`src/rtl/circuit_sweep_ctrl.sv`:
```
// circuit_sweep_ctrl: on-chip exhaustive sweep of a 3-input circuit.
// Drives vectors 0..7, captures a truth table, compares against EXPECTED.
module circuit_sweep_ctrl #(
    parameter int          SETTLE   = 1,
    parameter logic [7:0]  EXPECTED = 8'h96
) (
    input  logic       clk,
    input  logic       rst_n,
    input  logic       start,
    input  logic       abort,
    input  logic       dut_out,
    output logic       in1,
    output logic       in2,
    output logic       in3,
    output logic       busy,
    output logic       done,
    output logic       pass,
    output logic [7:0] truth,
    output logic [7:0] mismatch
);

    // SETTLE of 0 behaves as 1; values above the counter range saturate
    localparam logic [3:0] SET_EFF =
        (SETTLE < 1)  ? 4'd1  :
        (SETTLE > 15) ? 4'd15 : 4'(SETTLE);
    localparam logic [3:0] CNT_LAST = SET_EFF - 4'd1;

    typedef enum logic [1:0] {
        IDLE   = 2'd0,
        DRIVE  = 2'd1,
        SAMPLE = 2'd2,
        DONE   = 2'd3
    } state_t;

    state_t     state;
    state_t     state_nxt;
    logic [2:0] idx;
    logic [3:0] cnt;
    logic       go;
    logic       active;
    logic [7:0] truth_nxt;

    assign go = start & ~abort;

    // state register
    always_ff @(posedge clk) begin
        if (!rst_n) state <= IDLE;
        else        state <= state_nxt;
    end

    // next-state logic; abort wins over progress while sweeping
    always_comb begin
        state_nxt = state;
        unique case (state)
            IDLE:   if (go) state_nxt = DRIVE;
            DRIVE: begin
                if (abort)                 state_nxt = IDLE;
                else if (cnt == CNT_LAST)  state_nxt = SAMPLE;
            end
            SAMPLE: begin
                if (abort)             state_nxt = IDLE;
                else if (idx == 3'd7)  state_nxt = DONE;
                else                   state_nxt = DRIVE;
            end
            DONE:   state_nxt = IDLE;
            default: state_nxt = IDLE;
        endcase
    end

    // table with the current sample merged in, so the verdict is ready in DONE
    always_comb begin
        truth_nxt      = truth;
        truth_nxt[idx] = dut_out;
    end

    // sweep datapath: index, settle counter, captured table and verdict
    always_ff @(posedge clk) begin
        if (!rst_n) begin
            idx      <= 3'd0;
            cnt      <= 4'd0;
            truth    <= 8'h00;
            pass     <= 1'b0;
            mismatch <= 8'h00;
        end else begin
            unique case (state)
                IDLE: begin
                    if (go) begin
                        idx      <= 3'd0;
                        cnt      <= 4'd0;
                        truth    <= 8'h00;
                        pass     <= 1'b0;
                        mismatch <= 8'h00;
                    end
                end
                DRIVE: begin
                    if (!abort) cnt <= cnt + 4'd1;
                end
                SAMPLE: begin
                    if (!abort) begin
                        truth <= truth_nxt;
                        cnt   <= 4'd0;
                        if (idx == 3'd7) begin
                            pass     <= (truth_nxt == EXPECTED);
                            mismatch <= truth_nxt ^ EXPECTED;
                        end else begin
                            idx <= idx + 3'd1;
                        end
                    end
                end
                DONE: ;
                default: ;
            endcase
        end
    end

    assign active = (state == DRIVE) || (state == SAMPLE);

    // outputs decoded from registered state and index
    always_comb begin
        busy          = active;
        done          = (state == DONE);
        {in1,in2,in3} = active ? idx : 3'd0;
    end

endmodule
```
`config.mk`:
```
export PLATFORM = sky130hd
export DESIGN_NAME = circuit_sweep_ctrl
export DESIGN_NICKNAME = d
export VERILOG_FILES = /design/src/rtl/circuit_sweep_ctrl.sv
export SDC_FILE = /design/constraint.sdc
export NUM_CORES = 1
export LEC_CHECK = 0
export BUFFER_PORTS_ARGS = -buffer_cell sky130_fd_sc_hd__buf_2
export CAP_MARGIN = 10
export CORE_UTILIZATION = 55
export CTS_BUF_LIST = sky130_fd_sc_hd__clkbuf_16
export DETAILED_ROUTE_END_ITERATION = 8
export GPL_TIMING_DRIVEN = 0
export HOLD_SLACK_MARGIN = 0.08
export PLACE_DENSITY = 0.85
export SYNTH_ARGS = -nofsm -noshare
export SYNTH_HDL_FRONTEND = slang
export SYNTH_SLANG_ARGS = --single-unit
export TNS_END_PERCENT = 30
```
`constraint.sdc`:
```
create_clock -name clk -period 2.77 [get_ports clk]
set_clock_uncertainty 0.2 [all_clocks]
set_input_delay 0 -clock clk [delete_from_list [all_inputs] [get_ports clk]]
set_output_delay 0 -clock clk [all_outputs]
set_load 0.005 [all_outputs]
```
==> out/metrics.yaml, run 1 <==
clock_network:
  h-tree-depth: 1
  path_clk_slew_ns: 0.07
  post_cts_buffers: 0
  numClockSinks: 26
  clock_latency_ns: 0.26
  cts_tree: "yes"
  cts_made_buffers: 3
  root_buffer: "clkbuf_16"
  ctsLongestPathBuffers: 2
global_route:
  grt_pass1_vias: 1309
  grt_max_degree: 16
  antenna_found_initial: 0
  grt_pass1_wl_mm: 6.127
  track_usage_pct: 28.69
  grt_overflow: 0
sta:
  drv_slew: 0
  fmax_mhz: 389.6
  whs_ns: 0.09252
  rsz0062_at_grt: "false"
  slew_headroom_pct: 68.64
  finalHoldViolCount: 0
  fin_crit_ns: 2.567
  worst_pin_slew_ns: 0.4704
  setup_ws_ns: 0.2030
  finalSetupViolations: 0
  setup_tns_ns: 0
  fin_crit_sh_pct: 92.67
min_path:
  whs_path_depth: 5
  hold_end: "state[0]$_SDFFE_PN0P_"
  hp-class: "input pin to register"
  min-delay-start: "start"
synth:
  synth_area_um2: 1530
  synth_seq_cells: 26
  yosysWarnings: 0
  synth_cells: 166
  ys_seq_area_share_pct: 34.01
  synth.avg_cell_area_um2: 9.218
  synth.distinct_cells: 41
  syn_nets: 180
finish:
  instances_no_fill: 229
  area_delta_synth_final_pct: 19.87
  n_fill_cell: 192
  nNetsFinal: 214
  final_area_um2: 1834
  regArea_um2: 520.5
  n_antenna_cell: 0
  multi_input_area_um2: 963.4
  final_core_util_pct: 72.07
  drive_above_1_share_pct: 19.10
floorplanning:
  initial_core_util_pct: 60.13
  die_w_um: 54.75
  dieArea_um2: 2997
  rows: 18
  core_area_um2: 2545
  dieHeight_um: 54.75
  io_pins: 27
drt:
  routed-via-count: 1393
  drc: 0
  viasPerCell: 6.083
  first_pass_iters: 4
  post_drt_wl_per_cell_um: 16.31
  antenna_left: 0
  drt-initial-drc-count: 39
  drt_wl_total_mm: 3.735
critical_path:
  r2r_cells: 8
  endpoint_kind: "register"
  critPathArrivalTime_ns: 2.57
  start_kind: "register"
  r2r_slack_ns: 0.20
  worstPathCellList: "inv_1 > ha_1 > mux2_2 > nand2b_1 > clkbuf_2 > o21ai_0 > a21boi_0 > dlygate4sd3_1"
  path_buf_inv: 3
  cpMaxStageDelayCell: "dlygate4sd3_1"
  r2r-start: "state[0]$_SDFFE_PN0P_"
  crit_type: "register to register"
  cpPeakStageDelay_ns: 0.56
  worst-path-max-fanout: 10
  cp.required_ns: 2.77
  critical_path.top_delay_family: "buffers and inverters"
  rr_endpoint: "idx[0]$_SDFFE_PN0P_"
flow_run:
  maxCapViolCount: 0
pwr:
  peakVddDrop_v: 0.0003943
  p_leak_nw: 0.7755
  power_uw: 894.8
  power.density_nw_per_um2: 487.8
place:
  io_buffers: 26
  gp_congestion: 0.7802
  place_ws_ns: 0.5447
  hpwl_mm: 2.549
  placed_cell_area_um2: 1698
  dpl.cell_count: 222
outcome:
  status: "finished clean"
## final cells by class
type,instances,area share [%]
Clock buffer,3,4.093
Buffer,7,1.569
Multi-Input combinational cell,128,52.52
Inverter,5,1.023
Timing Repair Buffer,29,8.731
Sequential cell,26,28.38
Clock inverter,1,1.637
Tap cell,30,2.046
## placed cells by master (no fill, tap or decap), drive strengths merged, types with 4 or more instances in the layout
cell type / count
a21boi: 7
a22oi: 4
and2: 16
buf: 27
clkbuf: 9
dfxtp: 26
ha: 9
inv: 5
mux2i: 8
nand2: 5
nand2b: 8
nand3: 4
nand3b: 4
nor2: 4
nor2b: 8
nor3b: 5
o21ai: 8
o2bb2ai: 11
## registers in the layout, indices dropped and copies added (netlist names)
signal,flops
mismatch,8
cnt,4
idx,3
state,2
truth,8
pass,1
## worst max path at each step
| stage | from | endpoint | slack (ns) | cells after the start |
|---|---|---|---|---|
| detailed placement | state[0]$_SDFFE_PN0P_ | pass$_SDFFE_PN0P_ | 0.54 | 6 |
| global route | state[0]$_SDFFE_PN0P_ | idx[0]$_SDFFE_PN0P_ | 0.002 | 8 |
| finish | state[0]$_SDFFE_PN0P_ | idx[0]$_SDFFE_PN0P_ | 0.20 | 8 |
| floorplan | state[0]$_SDFFE_PN0P_ | cnt[2]$_SDFFE_PN0P_ | 0.76 | 6 |
| CTS | state[0]$_SDFFE_PN0P_ | idx[0]$_SDFFE_PN0P_ | 0.08 | 8 |
| global placement | state[0]$_SDFFE_PN0P_ | pass$_SDFFE_PN0P_ | 0.62 | 6 |
## worst reg2reg max path, delay by kind of cell (launching register included)
family          cells  cell delay, ns
mux                 1            0.38
simple gates        1            0.11
flops               1            0.35
compound gates      2            0.29
fa+ha+maj           1            0.25
buf+inv             3            0.93
## synth_stat cells (all sizes together)
| master | n | area share, % |
|---|---|---|
| o31a | 1 | 0.57 |
| and3b | 1 | 0.57 |
| ha | 9 | 7.4 |
| or3b | 3 | 1.7 |
| mux2i | 8 | 5.2 |
| nor2 | 4 | 0.98 |
| or4b | 1 | 0.65 |
| o31ai | 2 | 1.3 |
| o21ai | 8 | 2.6 |
| nor3 | 3 | 0.98 |
| o21a | 3 | 1.5 |
| nand2b | 8 | 3.8 |
| nor4bb | 1 | 0.65 |
| xor2 | 1 | 0.57 |
| or3 | 1 | 0.41 |
| nand3b | 4 | 2.0 |
| nor3b | 5 | 2.8 |
| a2bb2oi | 2 | 1.1 |
| a32oi | 1 | 0.57 |
| o211a | 1 | 0.65 |
| dfxtp | 26 | 34 |
| and3 | 1 | 0.41 |
| a22o | 1 | 0.57 |
| a22oi | 4 | 2.0 |
| nand2 | 5 | 1.2 |
| buf | 1 | 0.33 |
| mux2 | 1 | 0.74 |
| a21oi | 1 | 0.33 |
| inv | 5 | 1.2 |
| o211ai | 1 | 0.49 |
| o22ai | 1 | 0.41 |
| nor2b | 8 | 3.3 |
| o2bb2ai | 11 | 6.3 |
| clkbuf | 6 | 1.5 |
| a21boi | 7 | 3.4 |
| nand3 | 4 | 1.3 |
| and2 | 16 | 6.5 |
## what timing repair did
item / in CTS / in global routing
endpoints found under the hold margin: 7 / 0
setup endpoints to repair: 0 / 1
resized for setup: 0 / 2
hold buffers: 3 / 0
## logic make-up after synthesis
logic type / synth area share [%]
XOR/XNOR: 0.5725
multiplexers: 5.969
flip-flops: 34.01
AO/OA/AOI/OAI: 21.83
buffers and inverters: 3.025
adder cells (fa/ha/maj): 7.359
AND/OR/NAND/NOR: 27.23
## power breakdown
group	leakage, nW	switching (mW)	total (mW)	internal (mW)
Sequential	0.210	0.00464	0.382	0.377
Combinational	0.515	0.0535	0.0915	0.0380
Clock	0.0511	0.134	0.421	0.288
## per-layer routing
| metal | track usage [%] | routed length, um |
|---|---|---|
| met3 | 4.444 | 186 |
| met2 | 46.39 | 1790 |
| met1 | 38.93 | 1715 |
| met4 | 8.120 | 42 |
| met5 | 0 | 0 |
Note: power is estimated with default switching activity, not from simulation.
==> run 2: changes to the inputs <==
HOLD_SLACK_MARGIN = 0.03   (was 0.08)
SETUP_SLACK_MARGIN = 0.4   (was default)
==> run 2 against run 1 <==
  * Sequential share of layout area grew 0.14 points
  * Cell area shrank 0.48%
  * First-iteration DRC count grew 2.6%
  * Die area is the same
  * Via count is essentially flat
  * Combinational power shrank 1%
  * Cell count shrank 0.44%
  * Global-route usage shrank 0.23 points
  * Total power shrank 0.39%
  * Critical endpoint is now idx[1]$_SDFFE_PN0P_
  * Largest power group unchanged
==> out/metrics.yaml, run 2 (same netlist as run 1, synthesis figures left out) <==
drt:
  post_drt_wl_per_cell_um: 16.04  # -1.7%
  viasPerCell: 6.105  # +0.37%
  drc: 0  # unchanged
  drt_wl_total_mm: 3.656  # -2.1%
  routed-via-count: 1392  # -0.072%
  first_pass_iters: 5  # +1
  drt-initial-drc-count: 40  # +2.6%
  antenna_left: 0  # unchanged
floorplanning:
  die_w_um: 54.75  # unchanged
  dieHeight_um: 54.75  # unchanged
  core_area_um2: 2545  # unchanged
  dieArea_um2: 2997  # unchanged
  initial_core_util_pct: 60.13  # unchanged
  io_pins: 27  # unchanged
  rows: 18  # unchanged
global_route:
  antenna_found_initial: 0  # unchanged
  grt_max_degree: 16  # unchanged
  grt_pass1_vias: 1306  # -0.23%
  grt_overflow: 0  # unchanged
  track_usage_pct: 28.46  # -0.23 points
  grt_pass1_wl_mm: 6.078  # -0.80%
clock_network:
  cts_made_buffers: 3  # unchanged
  path_clk_slew_ns: 0.07  # about the same
  clock_latency_ns: 0.26  # about the same
  cts_tree: "yes"
  post_cts_buffers: 0  # unchanged
  ctsLongestPathBuffers: 2  # unchanged
  numClockSinks: 26  # unchanged
  root_buffer: "clkbuf_16"
  h-tree-depth: 1  # unchanged
place:
  gp_congestion: 0.7802  # unchanged
  io_buffers: 26  # unchanged
  hpwl_mm: 2.549  # unchanged
sta:
  finalHoldViolCount: 0  # unchanged
  finalSetupViolations: 0  # unchanged
  drv_slew: 0  # unchanged
  slew_headroom_pct: 68.28  # -0.36 points
  fin_crit_ns: 2.286  # -0.2807 ns
  setup_tns_ns: 0  # unchanged
  fin_crit_sh_pct: 82.54  # -10 points
  fmax_mhz: 437.4  # +12%
  whs_ns: 0.08862  # -0.003905 ns
  rsz0062_at_grt: "true"
  worst_pin_slew_ns: 0.4758  # +0.005436 ns
finish:
  n_fill_cell: 195  # +1.6%
  drive_above_1_share_pct: 19.19  # +0.096 points
  multi_input_area_um2: 965.9  # +0.26%
  reg_top3: "mismatch (8), truth (8), cnt (4)"
  area_delta_synth_final_pct: 19.30
  nNetsFinal: 213  # -0.47%
  layout_commonest_cell: "buf_2"
  layout_common_cells: "buf_2 (27), dfxtp_1 (26), and2_1 (16)"
  n_antenna_cell: 0  # unchanged
  regArea_um2: 520.5  # unchanged
critical_path:
  r2r-start: "state[0]$_SDFFE_PN0P_"
  endpoint_kind: "register"
  start_kind: "register"
  r2r_cells: 7  # -1
  worst-path-max-fanout: 10  # unchanged
  rr_endpoint: "idx[1]$_SDFFE_PN0P_"
  r2r_slack_ns: 0.48  # +0.28 ns
  critPathArrivalTime_ns: 2.26  # -0.31 ns
  crit_type: "register to register"
  cp.required_ns: 2.75  # -0.02 ns
min_path:
  min-delay-start: "dut_out"
  whs_path_depth: 4  # -1
  hp-class: "input pin to register"
  hold_end: "truth[2]$_SDFFE_PN0P_"
pwr:
  peakVddDrop_v: 0.0003953  # +0.27%
  power.density_nw_per_um2: 488.3  # about the same
  p_leak_nw: 0.7658  # -1.3%
outcome:
  status: "finished clean"
flow_run:
  maxCapViolCount: 0  # unchanged
-- run 2: timing repair --
action,4_1_cts,5_1_grt
endpoints found under the hold margin,7,0
hold buffers,2,0
setup endpoints to repair,0,4
gates resized for setup,0,1
-- run 2: routing by layer --
layer	up-vias	track usage, %	share of wire [%]
li1	668	-	-
met1	666	38.59	43
met2	52	45.78	49
met3	6	4.444	7.0
met4	0	8.547	1.4
met5	-	0	0
-- run 2: worst max-delay path, cell delays in order (launching register included) --
cell and delay [ns]:
dfxtp_1 0.35, inv_1 0.12, ha_1 0.25, mux2_2 0.38, nand2b_1 0.10, clkbuf_1 0.39
o21ai_0 0.20, a21boi_0 0.21
-- run 2: worst max path at each step --
stage | startpoint | endpoint | cells after the start
finish | state[0]$_SDFFE_PN0P_ | idx[1]$_SDFFE_PN0P_ | 7
global route | state[0]$_SDFFE_PN0P_ | idx[2]$_SDFFE_PN0P_ | 7
floorplan | state[0]$_SDFFE_PN0P_ | cnt[2]$_SDFFE_PN0P_ | 6
CTS | state[0]$_SDFFE_PN0P_ | pass$_SDFFE_PN0P_ | 6
global placement | state[0]$_SDFFE_PN0P_ | pass$_SDFFE_PN0P_ | 6
detailed placement | state[0]$_SDFFE_PN0P_ | pass$_SDFFE_PN0P_ | 6
-- run 2: power by group --
part	switching (mW)	internal, mW	leakage, nW
Combinational	0.0527	0.0376	0.505
Clock	0.132	0.287	0.0511
Sequential	0.00454	0.377	0.210
Total	0.189	0.703	0.766
-- run 2: layout make-up --
class,count,area share (%)
multi-input cells,128,52.91
flip-flops and latches,26,28.51
repair buffers,28,8.225
clock buffers,3,4.112
well taps,30,2.056
clock inverters,1,1.645
plain buffers,7,1.508
inverters,5,1.028
-- run 2: metrics by stage --
stage	power (mW)	area, um2	setup WS [ns]	util (%)	instances
global placement	0.4719	1698	0.6157	66.72	222
CTS	0.8920	1823	0.5082	71.63	228
detailed placement	0.4761	1698	0.5447	66.72	222
global route	0.9215	1826	0.3420	71.73	228
floorplan	0.4511	1530	0.7609	-	166
finish	0.8913	1826	0.4837	71.73	228
